`config.mk`:
```
export PLATFORM = sky130hd
export DESIGN_NAME = mem_read_responder
export DESIGN_NICKNAME = d
export VERILOG_FILES = /design/src/rtl/mem_read_responder.sv
export SDC_FILE = /design/constraint.sdc
export NUM_CORES = 1
export LEC_CHECK = 0
export BUFFER_PORTS_ARGS = -buffer_cell sky130_fd_sc_hd__buf_2
export CORE_AREA = 2 2 135 137
export CTS_BUF_LIST = sky130_fd_sc_hd__clkbuf_4
export DETAILED_ROUTE_END_ITERATION = 8
export DIE_AREA = 0 0 137 139
export PLACE_DENSITY_LB_ADDON = 0.2
export RECOVER_POWER = 50
export SLEW_MARGIN = 5
export SYNTH_ARGS = -nofsm -noshare
export SYNTH_HDL_FRONTEND = slang
export SYNTH_SLANG_ARGS = --single-unit
export TNS_END_PERCENT = 5
```
`constraint.sdc`:
```
create_clock -name clk -period 2 [get_ports clk]
set_input_delay 0.3 -clock clk [delete_from_list [all_inputs] [get_ports clk]]
set_output_delay 0.3 -clock clk [all_outputs]
set_load 0.01 [all_outputs]
```
`src/rtl/mem_read_responder.sv`:
```
// ============================================================================
// mem_read_responder: serves CPU reads from a 17-word register file or a
// fixed-latency RAM, one outstanding request at a time.
// Revision: 1.0
// ============================================================================
`default_nettype none

module mem_read_responder #(
  parameter int RAM_LATENCY = 1
) (
  input  logic         clk,
  input  logic         rst_n,
  input  logic         req_valid,
  output logic         req_ready,
  input  logic [15:0]  req_addr,
  input  logic [271:0] reg_data,
  output logic         ram_en,
  output logic [15:0]  ram_addr,
  input  logic [15:0]  ram_rdata,
  output logic         rsp_valid,
  input  logic         rsp_ready,
  output logic [15:0]  rsp_data,
  output logic [4:0]   rsp_src
);

  localparam logic [15:0] c_NUM_REGS = 16'd17;
  localparam logic [4:0]  c_SRC_RAM  = 5'd17;
  localparam logic [2:0]  c_LAT      = 3'(RAM_LATENCY);

  typedef enum logic [1:0] {
    S_IDLE     = 2'd0,
    S_RAM_WAIT = 2'd1,
    S_RESP     = 2'd2
  } state_t;

  state_t     r_state;
  logic [2:0] r_cnt;

  logic        w_is_reg;
  logic [15:0] w_reg_word;

  assign w_is_reg   = (req_addr < c_NUM_REGS);
  // Only consulted when w_is_reg, so the index never exceeds word 16.
  assign w_reg_word = reg_data[{req_addr[4:0], 4'b0000} +: 16];

  always_ff @(posedge clk or negedge rst_n) begin
    if (!rst_n) begin
      r_state   <= S_IDLE;
      r_cnt     <= 3'd0;
      req_ready <= 1'b1;
      ram_en    <= 1'b0;
      ram_addr  <= 16'd0;
      rsp_valid <= 1'b0;
      rsp_data  <= 16'd0;
      rsp_src   <= 5'd0;
    end else begin
      case (r_state)
        S_IDLE: begin
          if (req_valid) begin
            req_ready <= 1'b0;
            if (w_is_reg) begin
              rsp_data  <= w_reg_word;
              rsp_src   <= req_addr[4:0];
              rsp_valid <= 1'b1;
              r_state   <= S_RESP;
            end else begin
              ram_addr <= req_addr;
              ram_en   <= 1'b1;
              r_cnt    <= 3'd0;
              r_state  <= S_RAM_WAIT;
            end
          end
        end
        S_RAM_WAIT: begin
          ram_en <= 1'b0;
          // The first edge here closes the strobe cycle; data is due
          // RAM_LATENCY edges after that.
          if (r_cnt == c_LAT) begin
            rsp_data  <= ram_rdata;
            rsp_src   <= c_SRC_RAM;
            rsp_valid <= 1'b1;
            r_cnt     <= 3'd0;
            r_state   <= S_RESP;
          end else begin
            r_cnt <= r_cnt + 3'd1;
          end
        end
        S_RESP: begin
          if (rsp_ready) begin
            rsp_valid <= 1'b0;
            req_ready <= 1'b1;
            r_state   <= S_IDLE;
          end
        end
        default: begin
          r_state   <= S_IDLE;
          r_cnt     <= 3'd0;
          req_ready <= 1'b1;
          ram_en    <= 1'b0;
          rsp_valid <= 1'b0;
        end
      endcase
    end
  end

endmodule

`default_nettype wire

```
==> results of run 1 <==
==> critical path: cells and delay by family, from the launching register on <==
kind | cells | cell delay [ns]
buffers and inverters | 1 | 0.18
AND/OR/NAND/NOR | 2 | 0.32
flip-flops | 1 | 0.45
AO/OA/AOI/OAI | 3 | 0.76
==> sequential cells by signal, summed over array words and instances (netlist names) <==
register and flops:
rsp_data 16, rsp_valid 1, rsp_src 5, r_state 2, r_cnt 3, ram_addr 16
ram_en 1, req_ready 1
==> cells by family (layout without fill, tap and decap cells) <==
family                 count (synthesis)  after routing  synth area share
AO/OA/AOI/OAI                        113            113             0.182
XOR/XNOR                               1              1           0.00214
buffers and inverters                 44            403            0.0473
flip-flops                            45             45             0.275
multiplexers                         110            110             0.374
other                                  0              3                 0
AND/OR/NAND/NOR                      101            101             0.119
==> what timing repair did <==
action,4_1_cts,5_1_grt
gates cloned,0,0
setup endpoints to repair,1,8
endpoints found under the hold margin,21,0
hold buffers,1,0
gates resized for setup,2,5
buffers inserted,0,0
==> power by group through the flow <==
stage	Combinational [mW]	Sequential, mW	Clock, mW
2_1_floorplan	1.33	1.66	0
3_3_place_gp	2.72	1.52	0
3_5_place_dp	2.73	1.53	0
4_1_cts	2.75	1.51	0.485
5_1_grt	2.95	1.56	0.521
6_report	2.66	1.51	0.459
==> path summary, 6_finish.rpt <==
kind,end,slack (ns),from,cells after the start
worst min-delay path,ram_addr[7],0.16,req_addr[7],2
worst max register to register,rsp_data[2],0.17,r_cnt[2],6
worst min register to register,ram_addr[0],0.52,ram_addr[0],2
worst max-delay path,rsp_data[2],0.17,r_cnt[2],6
max in group asynchronous,rsp_data[15],0.70,rst_n,3
min in group asynchronous,rsp_data[9],0.54,rst_n,2
==> layout make-up <==
| cell class | instances | area (um^2) | area share |
|---|---|---|---|
| Clock buffer | 5 | 37.5 | 0.00584 |
| Inverter | 4 | 15.0 | 0.00233 |
| Antenna cell | 3 | 7.51 | 0.00117 |
| Timing Repair Buffer | 391 | 2100 | 0.326 |
| Sequential cell | 45 | 1130 | 0.175 |
| Tap cell | 229 | 287 | 0.0445 |
| Multi-Input combinational cell | 325 | 2840 | 0.441 |
| Clock inverter | 3 | 22.5 | 0.00350 |
==> synthesized netlist by cell type (all sizes together) (4+ instances only) <==
master / n / area share
o21ai: 27 / 0.033
nor3: 25 / 0.031
mux2: 15 / 0.041
mux4: 33 / 0.18
a221oi: 8 / 0.017
a31oi: 24 / 0.037
clkbuf: 19 / 0.017
a22oi: 8 / 0.015
inv: 4 / 0.0037
a22o: 11 / 0.024
nor4: 4 / 0.0076
buf: 21 / 0.026
dfrtp: 44 / 0.27
mux2i: 62 / 0.15
nor2: 31 / 0.028
nand2: 20 / 0.018
o22ai: 23 / 0.035
nand3: 9 / 0.011
a21oi: 5 / 0.0061
==> through the flow <==
step | hold WS [ns] | utilization
after global placement | 0.424 | 0.359
final | 0.163 | 0.364
after floorplan | 0.00441 | -
after global routing | 0.138 | 0.364
after detailed placement | 0.422 | 0.359
after CTS | 0.137 | 0.364
==> per-layer routing <==
layer,share of wire,GRT usage,up-vias,routed length [um]
met3,0.057,0.0267,22,1020
met1,0.43,0.243,2281,7730
met2,0.49,0.300,181,8790
li1,-,-,2368,-
met4,0.020,0.0526,0,359
met5,0,0,-,0
==> reports/results.ini, run 1 <==
[route]
postRouteAntennaNets = 0
drt_wl_total_mm = 17.9
drtIter0Drc = 224
drc = 0
vias_per_cell = 4.83
via_count = 4852
post_drt_wl_per_cell_um = 17.8
drt_pass1_iterations = 4

[timing]
worst_slack_ns = 0.173
min_period_over_period = 0.913
slew_headroom = 0.429
setup_viol = 0
fmax_mhz = 547
slew_viol_final = 0
rsz0062_at_grt = false
final_hold_viol_count = 0
worst_pin_slew_ns = 0.856
setup_tns_ns = 0
skew_ns = 0.0278
fin_crit_ns = 1.83

[placement]
post-place-ws_ns = -0.312
dp_hpwl_mm = 15.4
place_area_um2 = 6350
portBuffers = 347
numPlacedInstances = 993
gp_congestion = 0.841

[worst_setup_path]
slowest_delay_ns = 0.45
critPathKind = reg -> reg
critical_path_peak_fanout = 8
cp-end-kind = flip-flop
worst_setup_path_start_kind = flip-flop
cp_data_arrival_time_ns = 2.10
cp.required_ns = 2.27
slowest_stage = dfrtp_1
cp_cell_sequence = nor3b_2 -> nor2_1 -> o31a_1 -> buf_4 -> a221oi_1 -> a31oi_1

[cells_and_area]
layoutNonFillerInstCount = 1005
fin_nets = 1080
nFillCells = 1888
drive_gt1_frac = 0.556
most-common-layout-cells = buf_2 (319), mux2i_1 (62), dfrtp_1 (44)
area_growth_syn_to_layout_pct = 57.0
stdcell_area_um2 = 6430
final_common_cell = buf_2

[global_route]
grt_start_max_net_pins = 35
grtUsageTotal = 0.181
grt_overflow_total = 0
grt_pass1_wl_mm = 26.7
grt_pass1_vias = 4890
antenna_found_initial = 3

[clock_tree]
clk_pin_slew_worst_paths_ns = 0.16
numCtsBuffers = 5
cts_sinks = 45
tritoncts = built
clock_latency_ns = 0.38
clock-root-buffer = clkbuf_4
h-tree-depth = 2
cts_buffer_depth = 2

[logic_synthesis]
avgSynthCellArea_um2 = 9.90
syn_inst = 414
yosysWarnings = 0
synth_edf_count = 0
ys.flop_type = dfrtp_1
synth-seq-area-share = 0.275
syn-cell-area_um2 = 4100
ys_ff_latch = 45
synth_cell_types = 39
synth.net_count = 722
async_reset_ff_frac = 1.00

[die]
pin_count = 348
die_w_um = 137
initial_core_util = 0.232
die_area_um2 = 19000
rows = 49
core_um2 = 17700
die_y_um = 139

[power]
p_sw_mw = 1.93
power_density_nw_per_um2 = 720
seqPwrFrac = 0.326
combinationalPowerShare = 0.575
p_clk_frac = 0.099
p_leak_nw = 3.18
p_int_mw = 2.69
swShare = 0.418
ir_drop_mv = 0.419
finalPower_mw = 4.63

[outcome]
status = finished clean

[worst_hold_path]
hold_path.class = in -> reg

[run]
maxCapViolations = 0

(Power assumes the default switching activity.)
==> run 2, diff against run 1 <==
- ABC_AREA: unset -> 1
- CORE_AREA: 2 2 135 137 -> unset
- CORE_UTILIZATION: unset -> 25
- DIE_AREA: 0 0 137 139 -> unset
==> run 2 against run 1 <==
Clock skew shrank 0.020 ns. Core utilization barely moved. Combinational power grew 5%. Power rose by 6.8%. Global-route usage rose by 3.3 points. Register-to-register slack improved by 0.05 ns. Worst setup slack improved by 0.047 ns. Critical path type unchanged. Critical endpoint is now rsp_data[13].
==> reports/results.ini, run 2 <==
[logic_synthesis]
synth_edf_count = 0
synth.net_count = 1262
ys_ff_latch = 45
synth_top_cells_by_count = nand2_1 (422), nand3_1 (197), inv_1 (112)
async_reset_ff_frac = 1.00
syn-cell-area_um2 = 5000
yosysTopAreaCellShare = 0.317
synth_cell_types = 26
syn_inst = 954
ys.flop_type = dfrtp_1
synthTopCellsByArea = nand2_1 (32%), dfrtp_1 (22%), nand3_1 (20%)
yosysWarnings = 0
yosysTopAreaCell = nand2_1
avgSynthCellArea_um2 = 5.24
synth_most_common_cell = nand2_1
synth-seq-area-share = 0.225

[cells_and_area]
fin_util = 0.364
final_common_cell = nand2_1
nFillCells = 2319
area_growth_syn_to_layout_pct = 42.2
ff_latch_area_um2 = 1130
fin_nets = 1581
reg.largest.list = ram_addr: 16 flops, rsp_data: 16 flops, rsp_src: 5 flops
most-common-layout-cells = nand2_1 (422), buf_2 (326), nand3_1 (197)
multiInputGateArea_um2 = 3160
drive_gt1_frac = 0.296

[die]
rows = 51
initial_core_util = 0.256
pin_count = 348
die_area_um2 = 20600
die_y_um = 143
core_um2 = 19500
die_w_um = 143

[clock_tree]
cts_sinks = 45
hold_buffers = 0
cts_buffer_depth = 2
h-tree-depth = 2
numCtsBuffers = 5
clock_latency_ns = 0.35
post-cts-setup-buffers = 0
clk_pin_slew_worst_paths_ns = 0.13
clock-root-buffer = clkbuf_4
tritoncts = built
ctsResizeCount = 0

[power]
p_leak_nw = 4.37
ir_drop_mv = 0.431
power_density_nw_per_um2 = 695

[worst_setup_path]
slowest_delay_ns = 0.48
reg2regPathDepth = 9
worst_setup_path_start_kind = flip-flop
slowest_stage = dfrtp_1
critPathCapture = rsp_data[13]
cp_data_arrival_time_ns = 2.08
path_common_cell = nand2_2
startpoint = r_state[1]
critical_path_peak_fanout = 17
cp-end-kind = flip-flop
rr_endpoint = rsp_data[13]
cp.required_ns = 2.30
cp_cell_sequence = or2_4 -> nand2_2 -> nand2_2 -> nor2_4 -> nand2_2 -> buf_4 -> nor2_1 -> nand2_1 -> nand2_1
reg2reg_from = r_state[1]
critPathKind = reg -> reg
ff2ff_setup_slack_ns = 0.22

[route]
via_count = 6937
vias_per_cell = 4.49
drt_pass1_iterations = 4
post_drt_wl_per_cell_um = 14.7
postRouteAntennaNets = 0
drc = 0
drt_wl_total_mm = 22.8
drtIter0Drc = 291

[timing]
fin_crit_ns = 1.78
setup_viol = 0
min_period_over_period = 0.890
skew_ns = 0.00788
setup_tns_ns = 0
slew_headroom = 0.246
slew_viol_final = 0
fmax_mhz = 562
rsz0062_at_grt = false
worst_pin_slew_ns = 1.13
final_hold_viol_count = 0

[global_route]
met3_usage = 0.0273
grt_overflow_total = 0
grtUsageTotal = 0.214
grt_pass1_wl_mm = 34.1
grt_util_met1 = 0.263
grt_use_met2 = 0.392
antenna_found_initial = 3
grt_pass1_vias = 6567
grt_start_max_net_pins = 64
grt.busiest_layer = met2

[placement]
gp_congestion = 0.888
portBuffers = 347
dp_hpwl_mm = 18.3

[run]
maxCapViolations = 0

[outcome]
status = finished clean

[worst_hold_path]
hold_path.class = in -> reg

[run 2: cell types whose count changed after synthesis, sizes merged, moves of 15 or more]
cell   before  now
nor3       25    0
nand2      20  427
a31oi      24    8
nand3       9  198
mux2       15    0
a21oi       5   37
mux4       33    0
mux2i      62    0
inv         4  113
o22ai      23    0
[run 2: how the worst min path moves through the flow]
stage,from,to,slack (ns),cells after the start
floorplan,rst_n,r_cnt[0],0.004,0
global placement,rst_n,ram_addr[11],0.43,2
detailed placement,rst_n,ram_addr[14],0.43,2
CTS,rst_n,ram_addr[1],0.03,2
global route,req_addr[5],ram_addr[5],0.17,3
finish,req_addr[15],ram_addr[15],0.20,3
[run 2: cell type report]
type,instances,area share
Sequential cell,45,0.158
Tap cell,265,0.0466
Timing Repair Buffer,375,0.277
Multi-Input combinational cell,731,0.444
Clock buffer,6,0.00633
Inverter,115,0.0610
Clock inverter,2,0.00475
Antenna cell,5,0.00176
[run 2: metrics by stage]
stage                     cell area (um^2)  instances  hold WS (ns)  worst slack [ns]  total power, mW
after CTS                             7130       1539        0.0276             0.213             5.05
after global placement                7050       1531         0.427             0.158             4.47
after floorplan                       5000        954       0.00441             0.456             3.23
after global routing                  7110       1542         0.169            0.0554             5.43
after detailed placement              7050       1531         0.430             0.166             4.47
final                                 7110       1544         0.195             0.221             4.94
[run 2: metal layers]
layer	share of wire	vias to the layer above
met5	0	-
met4	0.017	0
met3	0.053	24
met2	0.51	237
met1	0.42	3064
li1	-	3612
[run 2: kinds of logic (layout without fill, tap and decap cells)]
logic type,count (synthesis),after routing,share of synthesized area
xor+xnor,2,2,0.00350
other cells,0,5,0
compound gates,66,66,0.0708
buf+inv,178,498,0.143
flops,45,45,0.225
simple gates,663,663,0.557
[run 2: power by group]
group          switching [mW]  internal, mW  leakage (nW)
registers               0.266          1.31         0.553
logic                    1.69          1.10          3.77
clock network           0.293         0.274        0.0433
total                    2.25          2.69          4.37
[run 2: critical path, delay by kind of cell (launching register included)]
kind                   cells  cell delay, ns
AND/OR/NAND/NOR            8            0.96
flip-flops                 1            0.48
buffers and inverters      1            0.27
==> run 3, diff against run 2 <==
==> constraint.sdc (replaced) <==
create_clock -name clk -period 2 [get_ports clk]
set_input_delay 0.3 -clock clk [delete_from_list [all_inputs] [get_ports clk]]
set_output_delay 0.3 -clock clk [all_outputs]
set_load 0.1 [all_outputs]
==> run 3 against run 2 <==
Register-to-register slack lost 0.04 ns. Clock power hardly changed. Sequential share of layout area is essentially flat. Clock skew is 0.0024 ns higher. Maximum frequency decreased by 2.3%. Count of clock-buffer cells in the layout is the same. Worst hold slack hardly changed. Via count is 0.19% higher. Sequential power is essentially flat. First-iteration DRC count down 7.9%. Critical path depth is the same. Final area up 0.28%.
==> reports/results.ini, run 3 (synthesis results as in run 2) <==
[die]
die_area_um2 = 20600
initial_core_util = 0.256
die_y_um = 143
core_um2 = 19500
pin_count = 348
die_w_um = 143
rows = 51

[clock_tree]
ctsResizeCount = 0
post-cts-setup-buffers = 0
clock-root-buffer = clkbuf_4
cts_sinks = 45
hold_buffers = 0
clk_pin_slew_worst_paths_ns = 0.13
numCtsBuffers = 5
tritoncts = built
cts_buffer_depth = 2
h-tree-depth = 2
clock_latency_ns = 0.35

[global_route]
grt_pass1_vias = 6567
grtUsageTotal = 0.214
grt_start_max_net_pins = 64
antenna_found_initial = 3
grt_overflow_total = 0
grt_pass1_wl_mm = 34.1

[timing]
setup_viol = 0
rsz0062_at_grt = false
worst_pin_slew_ns = 1.13
skew_ns = 0.0103
setup_tns_ns = 0
fin_crit_ns = 1.82
fmax_mhz = 549
worst_slack_ns = 0.178
slew_headroom = 0.245
min_period_over_period = 0.911
slew_viol_final = 0
final_hold_viol_count = 0

[route]
postRouteAntennaNets = 0
drt_wl_total_mm = 22.8
via_count = 6950
drtIter0Drc = 268
top_layer = met4
routedLengthMet1_mm = 9.56
wl_met2_mm = 11.5
drt_pass1_iterations = 4
post_drt_wl_per_cell_um = 14.8
vias_per_cell = 4.50
met3_length_mm = 1.33
drc = 0

[cells_and_area]
most-common-layout-cells = nand2_1 (422), buf_2 (330), nand3_1 (197)
area_growth_syn_to_layout_pct = 42.6
final_common_cell = nand2_1
drive_gt1_frac = 0.311
reg.largest.list = ram_addr: 16 flops, rsp_data: 16 flops, rsp_src: 5 flops
fin_nets = 1581
ff_latch_area_um2 = 1130
fin_util = 0.365
multiInputGateArea_um2 = 3160
nFillCells = 2307

[power]
p_sw_mw = 4.67
p_leak_nw = 4.43
combinationalPowerShare = 0.709
power_density_nw_per_um2 = 1040
swShare = 0.632
finalPower_mw = 7.39
p_int_mw = 2.72
seqPwrFrac = 0.214
ir_drop_mv = 0.693
p_clk_frac = 0.077

[worst_setup_path]
cp_data_arrival_time_ns = 2.12
critical_path_peak_fanout = 17
critPathKind = reg -> reg
cp-end-kind = flip-flop
cp.required_ns = 2.29
worst_setup_path_start_kind = flip-flop
cp_cell_sequence = or2_0 -> nand2_2 -> nand2_2 -> nor2_4 -> nand2_2 -> buf_4 -> nor2_1 -> nand2_1 -> nand2_1
path_common_cell = nand2_2
slowest_delay_ns = 0.48
slowest_stage = dfrtp_1

[placement]
gp_congestion = 0.888
dp_hpwl_mm = 18.3
portBuffers = 347
post-place-ws_ns = 0.166

[worst_hold_path]
hold_path.class = in -> reg

[outcome]
status = finished clean

[run]
maxCapViolations = 0

## run 3: cell count changes in the layout (fill, tap and decap cells not counted)
cell      delta
buf_2        +4
clkbuf_2    +17
clkbuf_1    -20
buf_4        -1
or2_0        +1
or2_4        -1
## run 3: final timing paths
check / startpoint / slack [ns] / cells past startpoint / endpoint
min: req_addr[15] / 0.20 / 3 / ram_addr[15]
min in group asynchronous: rst_n / 0.23 / 2 / ram_addr[14]
max reg2reg: r_state[1] / 0.18 / 9 / rsp_data[13]
min reg2reg: ram_addr[6] / 0.49 / 2 / ram_addr[6]
max in group asynchronous: rst_n / 1.07 / 2 / rsp_src[1]
max: r_state[1] / 0.18 / 9 / rsp_data[13]
## run 3: area by class of cell
type / count / area share
clock inverter: 2 / 0.00474
inverter: 115 / 0.0609
clock buffer: 6 / 0.00631
multi-input combinational: 731 / 0.442
timing repair buffer: 375 / 0.280
antenna: 5 / 0.00175
tap: 265 / 0.0465
sequential: 45 / 0.158
## run 3: metrics by stage
stage / hold slack [ns] / instance area (um^2) / instances
5_1_grt: 0.169 / 7130 / 1542
4_1_cts: 0.0276 / 7130 / 1539
3_5_place_dp: 0.430 / 7050 / 1531
3_3_place_gp: 0.427 / 7050 / 1531
2_1_floorplan: 0.00441 / 5000 / 954
6_report: 0.196 / 7130 / 1544
## run 3: critical path: cells and delay by family, from the launching register on
kind	cells	cell delay (ns)
simple gates	8	1.01
flops	1	0.48
buf+inv	1	0.27
## run 3: metal layers
layer	up-vias	GRT usage
li1	3611	-
met1	3053	0.263
met2	264	0.392
met3	22	0.0273
met4	0	0.0521
met5	-	0
## run 3: power by group through the flow
stage / logic, mW / clock network (mW) / registers [mW]
floorplan: 1.51 / 0 / 4.09
global placement: 5.29 / 0 / 1.60
detailed placement: 5.30 / 0 / 1.59
CTS: 5.30 / 0.586 / 1.58
global route: 5.61 / 0.630 / 1.63
finish: 5.24 / 0.566 / 1.58
